===== config.mk =====
export PLATFORM = sky130hd
export DESIGN_NAME = axil_user_arbiter_flat
export DESIGN_NICKNAME = d
export VERILOG_FILES = /design/src/rtl/axil_user_arbiter_if.sv /design/src/rtl/axil_user_arbiter.sv /design/src/flat_wrapper.sv
export SDC_FILE = /design/constraint.sdc
export NUM_CORES = 1
export LEC_CHECK = 0
export ABC_CLOCK_PERIOD_IN_PS = 2200
export CORE_UTILIZATION = 41
export DETAILED_ROUTE_END_ITERATION = 8
export GPL_ROUTABILITY_DRIVEN = 0
export PLACE_DENSITY = 0.78
export SYNTH_ARGS = -nofsm -noshare
export SYNTH_HDL_FRONTEND = slang
export SYNTH_SLANG_ARGS = --single-unit
export TNS_END_PERCENT = 10

===== constraint.sdc =====
create_clock -name clk -period 2.2 [get_ports clk]
set_input_delay 0.44 -clock clk [delete_from_list [all_inputs] [get_ports clk]]
set_output_delay 0.44 -clock clk [all_outputs]
set_load 0.05 [all_outputs]

===== src/rtl/axil_user_arbiter_if.sv =====
// Requester-side and AXI-Lite user-port signals of the arbiter. The master modport is the arbiter;
// the slave modport is the environment (requesters plus the AXI-Lite master it drives).
interface axil_user_arbiter_if #(
   parameter int NREQ = 2,
   parameter int AW   = 32,
   parameter int DW   = 32
);
   logic [NREQ-1:0]    req_valid;
   logic [NREQ-1:0]    req_write;
   logic [NREQ*AW-1:0] req_addr;
   logic [NREQ*DW-1:0] req_wdata;
   logic [NREQ-1:0]    req_ready;
   logic [NREQ-1:0]    rsp_valid;
   logic [DW-1:0]      rsp_rdata;
   logic               rsp_err;
   logic               write;
   logic               read;
   logic [AW-1:0]      user_waddr;
   logic [DW-1:0]      user_wdata;
   logic [AW-1:0]      user_raddr;
   logic [DW-1:0]      user_rdata;
   logic               wr_ready;
   logic               rd_ready;

   modport master (
      input  req_valid, req_write, req_addr, req_wdata, user_rdata, wr_ready, rd_ready,
      output req_ready, rsp_valid, rsp_rdata, rsp_err, write, read, user_waddr, user_wdata, user_raddr
   );

   modport slave (
      output req_valid, req_write, req_addr, req_wdata, user_rdata, wr_ready, rd_ready,
      input  req_ready, rsp_valid, rsp_rdata, rsp_err, write, read, user_waddr, user_wdata, user_raddr
   );
endinterface


===== src/rtl/axil_user_arbiter.sv =====
// Round-robin arbiter sharing one AXI-Lite user port among NREQ requesters, one transaction at a time.
// Strobe rises 1 cycle after accept; strobe held until matching ready or TIMEOUT busy cycles (error response).
module axil_user_arbiter #(
   parameter int NREQ    = 2,
   parameter int AW      = 32,
   parameter int DW      = 32,
   parameter int TIMEOUT = 1024
) (
   input logic                 clk,
   input logic                 resetn,
   axil_user_arbiter_if.master bus
);
   localparam int GW = (NREQ > 1) ? $clog2(NREQ) : 1;
   localparam int CW = (TIMEOUT > 1) ? $clog2(TIMEOUT) : 1;
   localparam logic [CW-1:0] CNT_LAST  = CW'(TIMEOUT - 1);
   localparam logic [GW-1:0] GNT_RESET = GW'(NREQ - 1);

   typedef enum logic {IDLE, BUSY} state_t;

   state_t          state_q, state_d;
   logic [GW-1:0]   last_q, last_d;
   logic [GW-1:0]   gnt_q, gnt_d;
   logic            dir_q, dir_d;
   logic [CW-1:0]   cnt_q, cnt_d;
   logic [NREQ-1:0] req_ready_q, req_ready_d;
   logic [NREQ-1:0] rsp_valid_q, rsp_valid_d;
   logic [DW-1:0]   rsp_rdata_q, rsp_rdata_d;
   logic            rsp_err_q, rsp_err_d;
   logic            write_q, write_d;
   logic            read_q, read_d;
   logic [AW-1:0]   waddr_q, waddr_d;
   logic [DW-1:0]   wdata_q, wdata_d;
   logic [AW-1:0]   raddr_q, raddr_d;

   logic            pick_vld;
   logic [GW-1:0]   pick;
   logic [GW-1:0]   scan;
   logic            done;

   // Scan from farthest to nearest so the first hit after last_q is the one that sticks.
   always_comb begin
      pick_vld = 1'b0;
      pick     = '0;
      scan     = '0;
      for (int k = NREQ; k >= 1; k--) begin
         scan = GW'((int'(last_q) + k) % NREQ);
         if (bus.req_valid[scan]) begin
            pick_vld = 1'b1;
            pick     = scan;
         end
      end
   end

   always_comb begin
      state_d     = state_q;
      last_d      = last_q;
      gnt_d       = gnt_q;
      dir_d       = dir_q;
      cnt_d       = cnt_q;
      req_ready_d = '0;
      rsp_valid_d = '0;
      rsp_rdata_d = rsp_rdata_q;
      rsp_err_d   = rsp_err_q;
      write_d     = write_q;
      read_d      = read_q;
      waddr_d     = waddr_q;
      wdata_d     = wdata_q;
      raddr_d     = raddr_q;
      done        = 1'b0;

      case (state_q)
         IDLE: begin
            if (pick_vld) begin
               state_d           = BUSY;
               last_d            = pick;
               gnt_d             = pick;
               dir_d             = bus.req_write[pick];
               cnt_d             = '0;
               req_ready_d[pick] = 1'b1;
               if (bus.req_write[pick]) begin
                  write_d = 1'b1;
                  waddr_d = bus.req_addr[int'(pick)*AW +: AW];
                  wdata_d = bus.req_wdata[int'(pick)*DW +: DW];
               end else begin
                  read_d  = 1'b1;
                  raddr_d = bus.req_addr[int'(pick)*AW +: AW];
               end
            end
         end
         BUSY: begin
            // Only the ready matching the latched direction completes; completion beats timeout.
            done = dir_q ? bus.wr_ready : bus.rd_ready;
            if (done || (cnt_q == CNT_LAST)) begin
               state_d            = IDLE;
               write_d            = 1'b0;
               read_d             = 1'b0;
               cnt_d              = '0;
               rsp_valid_d[gnt_q] = 1'b1;
               rsp_err_d          = !done;
               rsp_rdata_d        = (done && !dir_q) ? bus.user_rdata : '0;
            end else begin
               cnt_d = cnt_q + CW'(1);
            end
         end
         default: state_d = IDLE;
      endcase
   end

   always_ff @(posedge clk) begin
      if (!resetn) begin
         state_q     <= IDLE;
         last_q      <= GNT_RESET;
         gnt_q       <= '0;
         dir_q       <= 1'b0;
         cnt_q       <= '0;
         req_ready_q <= '0;
         rsp_valid_q <= '0;
         rsp_rdata_q <= '0;
         rsp_err_q   <= 1'b0;
         write_q     <= 1'b0;
         read_q      <= 1'b0;
         waddr_q     <= '0;
         wdata_q     <= '0;
         raddr_q     <= '0;
      end else begin
         state_q     <= state_d;
         last_q      <= last_d;
         gnt_q       <= gnt_d;
         dir_q       <= dir_d;
         cnt_q       <= cnt_d;
         req_ready_q <= req_ready_d;
         rsp_valid_q <= rsp_valid_d;
         rsp_rdata_q <= rsp_rdata_d;
         rsp_err_q   <= rsp_err_d;
         write_q     <= write_d;
         read_q      <= read_d;
         waddr_q     <= waddr_d;
         wdata_q     <= wdata_d;
         raddr_q     <= raddr_d;
      end
   end

   assign bus.req_ready  = req_ready_q;
   assign bus.rsp_valid  = rsp_valid_q;
   assign bus.rsp_rdata  = rsp_rdata_q;
   assign bus.rsp_err    = rsp_err_q;
   assign bus.write      = write_q;
   assign bus.read       = read_q;
   assign bus.user_waddr = waddr_q;
   assign bus.user_wdata = wdata_q;
   assign bus.user_raddr = raddr_q;
endmodule


===== src/flat_wrapper.sv =====
// flat-port wrapper written by rule: the top's interface ports become plain ports
module axil_user_arbiter_flat 
#(
   parameter int NREQ    = 2,
   parameter int AW      = 32,
   parameter int DW      = 32,
   parameter int TIMEOUT = 1024
)
  (clk, resetn, bus_req_valid, bus_req_write, bus_req_addr, bus_req_wdata, bus_user_rdata, bus_wr_ready, bus_rd_ready, bus_req_ready, bus_rsp_valid, bus_rsp_rdata, bus_rsp_err, bus_write, bus_read, bus_user_waddr, bus_user_wdata, bus_user_raddr);
  axil_user_arbiter_if #(.NREQ(NREQ), .AW(AW), .DW(DW)) bus_i ();
  input logic clk;
  input logic resetn;
  input wire logic [$bits(bus_i.req_valid)-1:0] bus_req_valid;
  input wire logic [$bits(bus_i.req_write)-1:0] bus_req_write;
  input wire logic [$bits(bus_i.req_addr)-1:0] bus_req_addr;
  input wire logic [$bits(bus_i.req_wdata)-1:0] bus_req_wdata;
  input wire logic [$bits(bus_i.user_rdata)-1:0] bus_user_rdata;
  input wire logic [$bits(bus_i.wr_ready)-1:0] bus_wr_ready;
  input wire logic [$bits(bus_i.rd_ready)-1:0] bus_rd_ready;
  output wire logic [$bits(bus_i.req_ready)-1:0] bus_req_ready;
  output wire logic [$bits(bus_i.rsp_valid)-1:0] bus_rsp_valid;
  output wire logic [$bits(bus_i.rsp_rdata)-1:0] bus_rsp_rdata;
  output wire logic [$bits(bus_i.rsp_err)-1:0] bus_rsp_err;
  output wire logic [$bits(bus_i.write)-1:0] bus_write;
  output wire logic [$bits(bus_i.read)-1:0] bus_read;
  output wire logic [$bits(bus_i.user_waddr)-1:0] bus_user_waddr;
  output wire logic [$bits(bus_i.user_wdata)-1:0] bus_user_wdata;
  output wire logic [$bits(bus_i.user_raddr)-1:0] bus_user_raddr;
  assign bus_i.req_valid = bus_req_valid;
  assign bus_i.req_write = bus_req_write;
  assign bus_i.req_addr = bus_req_addr;
  assign bus_i.req_wdata = bus_req_wdata;
  assign bus_i.user_rdata = bus_user_rdata;
  assign bus_i.wr_ready = bus_wr_ready;
  assign bus_i.rd_ready = bus_rd_ready;
  assign bus_req_ready = bus_i.req_ready;
  assign bus_rsp_valid = bus_i.rsp_valid;
  assign bus_rsp_rdata = bus_i.rsp_rdata;
  assign bus_rsp_err = bus_i.rsp_err;
  assign bus_write = bus_i.write;
  assign bus_read = bus_i.read;
  assign bus_user_waddr = bus_i.user_waddr;
  assign bus_user_wdata = bus_i.user_wdata;
  assign bus_user_raddr = bus_i.user_raddr;
  axil_user_arbiter #(.NREQ(NREQ), .AW(AW), .DW(DW), .TIMEOUT(TIMEOUT)) u_core (.clk(clk), .resetn(resetn), .bus(bus_i));
endmodule

==> results.md <==
Global route:
- The initial antenna violation count is 0.
- The via count of the first global-routing pass is 5,970.
- The global-route usage over all layers is 24.6%.
- The total overflow reported by the global router is 0.
- The first global-routing pass estimated 31.3 mm of wire.
- Entering global routing, the biggest net connects 122 pins.

Clock network:
- In this run, post-CTS hold repair placed 0 buffers.
- The clock-pin slew on the worst setup and hold paths is 60 ps.
- The tree built by TritonCTS fans out to 149 sinks.
- The cell at the root of the clock tree is sky130_fd_sc_hd__clkbuf_16.
- Clock tree synthesis inserted a total of 17 buffers.
- The insertion delay of the later-clocked pin in the worst-skew pair is 410 ps.
- Gates resized during post-CTS repair numbered 0.
- No sink is reached through more buffers than the 2 on the longest clock path.
- The number of H-tree branching levels is 4.
- The CTS tree is done.
- The number of buffers added for setup after CTS is 0.

Status:
- The flow ran to the end, and the final reports show no timing, DRC or antenna violations.

Pwr:
- The static leakage is 4.09 nW.
- Power spread over the standard cell area amounts to 813 mW/mm^2.
- Total power for the finished layout comes to 8.48 mW.
- The worst-case IR drop observed on VDD is 0.576 mV.

Synth:
- Counting every instance in the synthesized netlist gives 635.
- The number of synthesis warnings is 0.
- By area the synthesized netlist is led by sky130_fd_sc_hd__dfxtp_1, sky130_fd_sc_hd__mux2i_1, sky130_fd_sc_hd__a21oi_1.
- In the synthesized netlist the dominant register cell turns out to be sky130_fd_sc_hd__dfxtp_1.
- In this run the biggest area consumer among cell types represents 46.8% of the synthesized area.
- The post-synth net total is 804.
- After synthesis, the netlist uses 49 different library cells.
- The synthesized design contains 0 enable-type register cells.
- Sequential elements use 46.8% of the synthesized area.
- The average cell area after synthesis is 10.0 um^2.
- The leading area contributor after synthesis is sky130_fd_sc_hd__dfxtp_1.
- The total of flip-flops plus latches after synthesis is 149.
- The share of synthesized flip-flops with an asynchronous set or reset is 0%.
- The cell area after technology mapping is 0.00637 mm^2.

STA:
- On the final layout, the worst clock skew is 6.62 ps.
- In this run the tightest slew margin relative to its limit is 62.0%.
- Setup violations remaining at the end of the flow were counted as 0.
- Setup repair after global routing left no endpoint under its margin.
- Timing would allow up to 0.489 GHz.
- For the finished layout, the period the worst path requires is 2040 ps.
- At the pin with the least slew margin, the transition time is 569 ps.
- The final max-slew violation count was 0.
- The final hold violation count came to 0.
- Hold timing on the final database bottoms out at a slack of 326 ps.
- The final critical path takes up 92.9% of the cycle.
- The sum of negative setup slack is 0 ps.

Die:
- The number of ports placed on the die boundary is 303.
- The area of the core is 0.0152 mm^2.
- Row generation in the floorplan step produced 45 rows.
- The floorplan step defined a die boundary enclosing 0.0160 mm^2.
- The die height is 127 um.
- The initial utilization of the core area, before any placement, comes to 41.9%.
- From left edge to right edge, the die measures 127 um.

Layout:
- The final layout contains 1,088 nets.
- The fill cell total of the finished layout is 1,221.
- The number of antenna repair diodes is 0.
- The library cells used most frequently in the layout, excluding fill and tap cells, are sky130_fd_sc_hd__clkdlybuf4s50_1, sky130_fd_sc_hd__dfxtp_1, sky130_fd_sc_hd__a21oi_1, sky130_fd_sc_hd__o21ai_0, sky130_fd_sc_hd__or3_1.
- The growth of design area from synthesis to finish is 64.0%.
- The post-route netlist has 9.98% of its cells at a drive strength greater than 1.
- The library cell used most frequently in the layout, excluding fill and tap cells, is sky130_fd_sc_hd__clkdlybuf4s50_1.

Drt:
- The aggregate routed wire length is 19.7 mm.
- Before antenna repair, the detailed router went through 5 iterations.
- The count of unresolved DRC violations after routing is 0.
- The number of nets with antenna violations after detailed routing is 0.
- Using the TritonRoute via totals, the vias-per-cell ratio works out to 5.50.
- The DRC violation total after the first TritonRoute iteration is 442.
- Dividing the detail-routed wire length by the instance count gives 17.6 um.
- For this block, the via count after detailed routing is 6,157.

Worst setup path:
- The terminus of the critical flop-to-flop path is u_core.bus.rsp_rdata[15].
- The critical path capture point type is an output pin.
- The maximum fanout encountered on the critical timing path is 3.
- The startpoint type of the worst setup path is a flip-flop.
- Measured in cells, the most critical reg-to-reg path has a length of 6.
- The launch point of the worst path is u_core.bus.write.
- The register-to-register setup slack is 330 ps.
- The setup path with the least slack is of type reg -> out.
- The worst register-to-register path begins at u_core.cnt_q[0].
- Together, buffers and inverters on the worst path number 1.
- The worst setup path endpoint is bus_write.
- The worst endpoint data arrival time is 1600 ps.
- The largest individual stage delay along the critical path comes from the cell sky130_fd_sc_hd__clkdlybuf4s50_1.
- On the worst path, the slowest cell contributes a delay of 860 ps.
- The critical path's top delay family is buffers and inverters.
- The logic depth of the worst path, buffers included is 1.
- The critical path goes through clkdlybuf4s50_1.
- The endpoint required time on the critical path is 1760 ps.

Worst hold path:
- The class of the tightest hold or removal check is in -> reg.

Placed design:
- After legalization and detailed placement, the total HPWL measured 13.7 mm.
- The count of buffers added on input and output ports is 302.

Job:
- The total of max-cap violations is 0.
## synth_stat cells, drive strengths merged, types with 2 or more instances
| master | instances |
|---|---|
| a21o | 22 |
| o21ai | 49 |
| nor2 | 7 |
| nor2b | 2 |
| a21oi | 57 |
| or3 | 45 |
| nand3 | 5 |
| inv | 2 |
| a22o | 32 |
| nand4 | 5 |
| dfxtp | 149 |
| o211ai | 2 |
| o21a | 2 |
| nand2 | 11 |
| clkbuf | 38 |
| o211a | 22 |
| a211oi | 11 |
| nor3b | 2 |
| o31a | 2 |
| o311a | 22 |
| mux2i | 44 |
| and3 | 3 |
| a32oi | 2 |
| mux2 | 22 |
| o21bai | 22 |
| buf | 29 |
| a31oi | 2 |
| nor3 | 7 |
| nand4b | 2 |
## sequential cells by signal, indices dropped and copies added, names as in the netlist
name	flops
u_core.gnt_q	1
u_core.bus.read	1
u_core.bus.user_raddr	32
u_core.bus.write	1
u_core.last_q	1
u_core.bus.rsp_err	1
u_core.cnt_q	10
u_core.bus.user_waddr	32
u_core.state_q	1
u_core.bus.rsp_valid	2
u_core.bus.req_ready	2
u_core.bus.user_wdata	32
u_core.dir_q	1
u_core.bus.rsp_rdata	32
## per-layer routing
metal	up-vias	wire (um)	GRT usage (%)
li1	2967	-	-
met2	246	9540	40.9
met3	47	1430	7.04
met5	-	0	0
met1	2897	8070	29.0
met4	0	707	12.5
## worst register-to-register path, cell delays in order (launching register included)
cell and delay [ps]:
sky130_fd_sc_hd__dfxtp_1 400, sky130_fd_sc_hd__ha_1 230, sky130_fd_sc_hd__nand3_1 190, sky130_fd_sc_hd__o31ai_1 420
sky130_fd_sc_hd__a21oi_2 130, sky130_fd_sc_hd__buf_12 180, sky130_fd_sc_hd__a22o_1 210
## per-stage QoR
stage / setup WS, ps / utilization (%) / instance area (um^2) / instances
2_1_floorplan: 403 / - / 6370 / 635
3_5_place_dp: -43.1 / 64.3 / 9770 / 1088
3_3_place_gp: -35.9 / 64.3 / 9770 / 1088
4_1_cts: 132 / 68.7 / 10400 / 1120
5_1_grt: 104 / 68.7 / 10400 / 1120
6_report: 157 / 68.7 / 10400 / 1120
## kinds of logic after synthesis
logic type	count (synthesis)	share of synthesized area, %
AOI/OAI and AO/OA	254	28.4
DFF	149	46.8
and+or+nand+nor	95	8.59
buffers and inverters	69	4.93
muxes	66	10.9
xor gates and xnor gates	1	0.138
adders and majority gates	1	0.196
## where the power goes
group / switching [mW] / internal [mW] / leakage [nW]
Combinational: 1.27 / 0.983 / 2.54
Sequential: 0.112 / 2.90 / 1.22
Clock: 1.10 / 2.12 / 0.323
## layout make-up
| type | count | area [um^2] | share of cell area (%) |
|---|---|---|---|
| repair buffers | 332 | 3430 | 32.9 |
| clock inverters | 6 | 136 | 1.31 |
| flip-flops and latches | 149 | 2990 | 28.6 |
| multi-input cells | 417 | 3110 | 29.8 |
| inverters | 2 | 7.51 | 0.0719 |
| clock buffers | 26 | 529 | 5.07 |
| well taps | 188 | 235 | 2.25 |
## how the worst min path moves through the flow
stage,endpoint,start,depth (start not counted),slack [ps]
after floorplan,u_core.bus.rsp_valid[0],u_core.gnt_q,1,420
after global placement,u_core.bus.rsp_valid[0],u_core.gnt_q,1,440
after detailed placement,u_core.bus.rsp_valid[0],u_core.gnt_q,1,440
after CTS,u_core.last_q,resetn,2,310
after global routing,u_core.last_q,resetn,2,330
final,u_core.last_q,resetn,2,330
(Power assumes the default switching activity.)
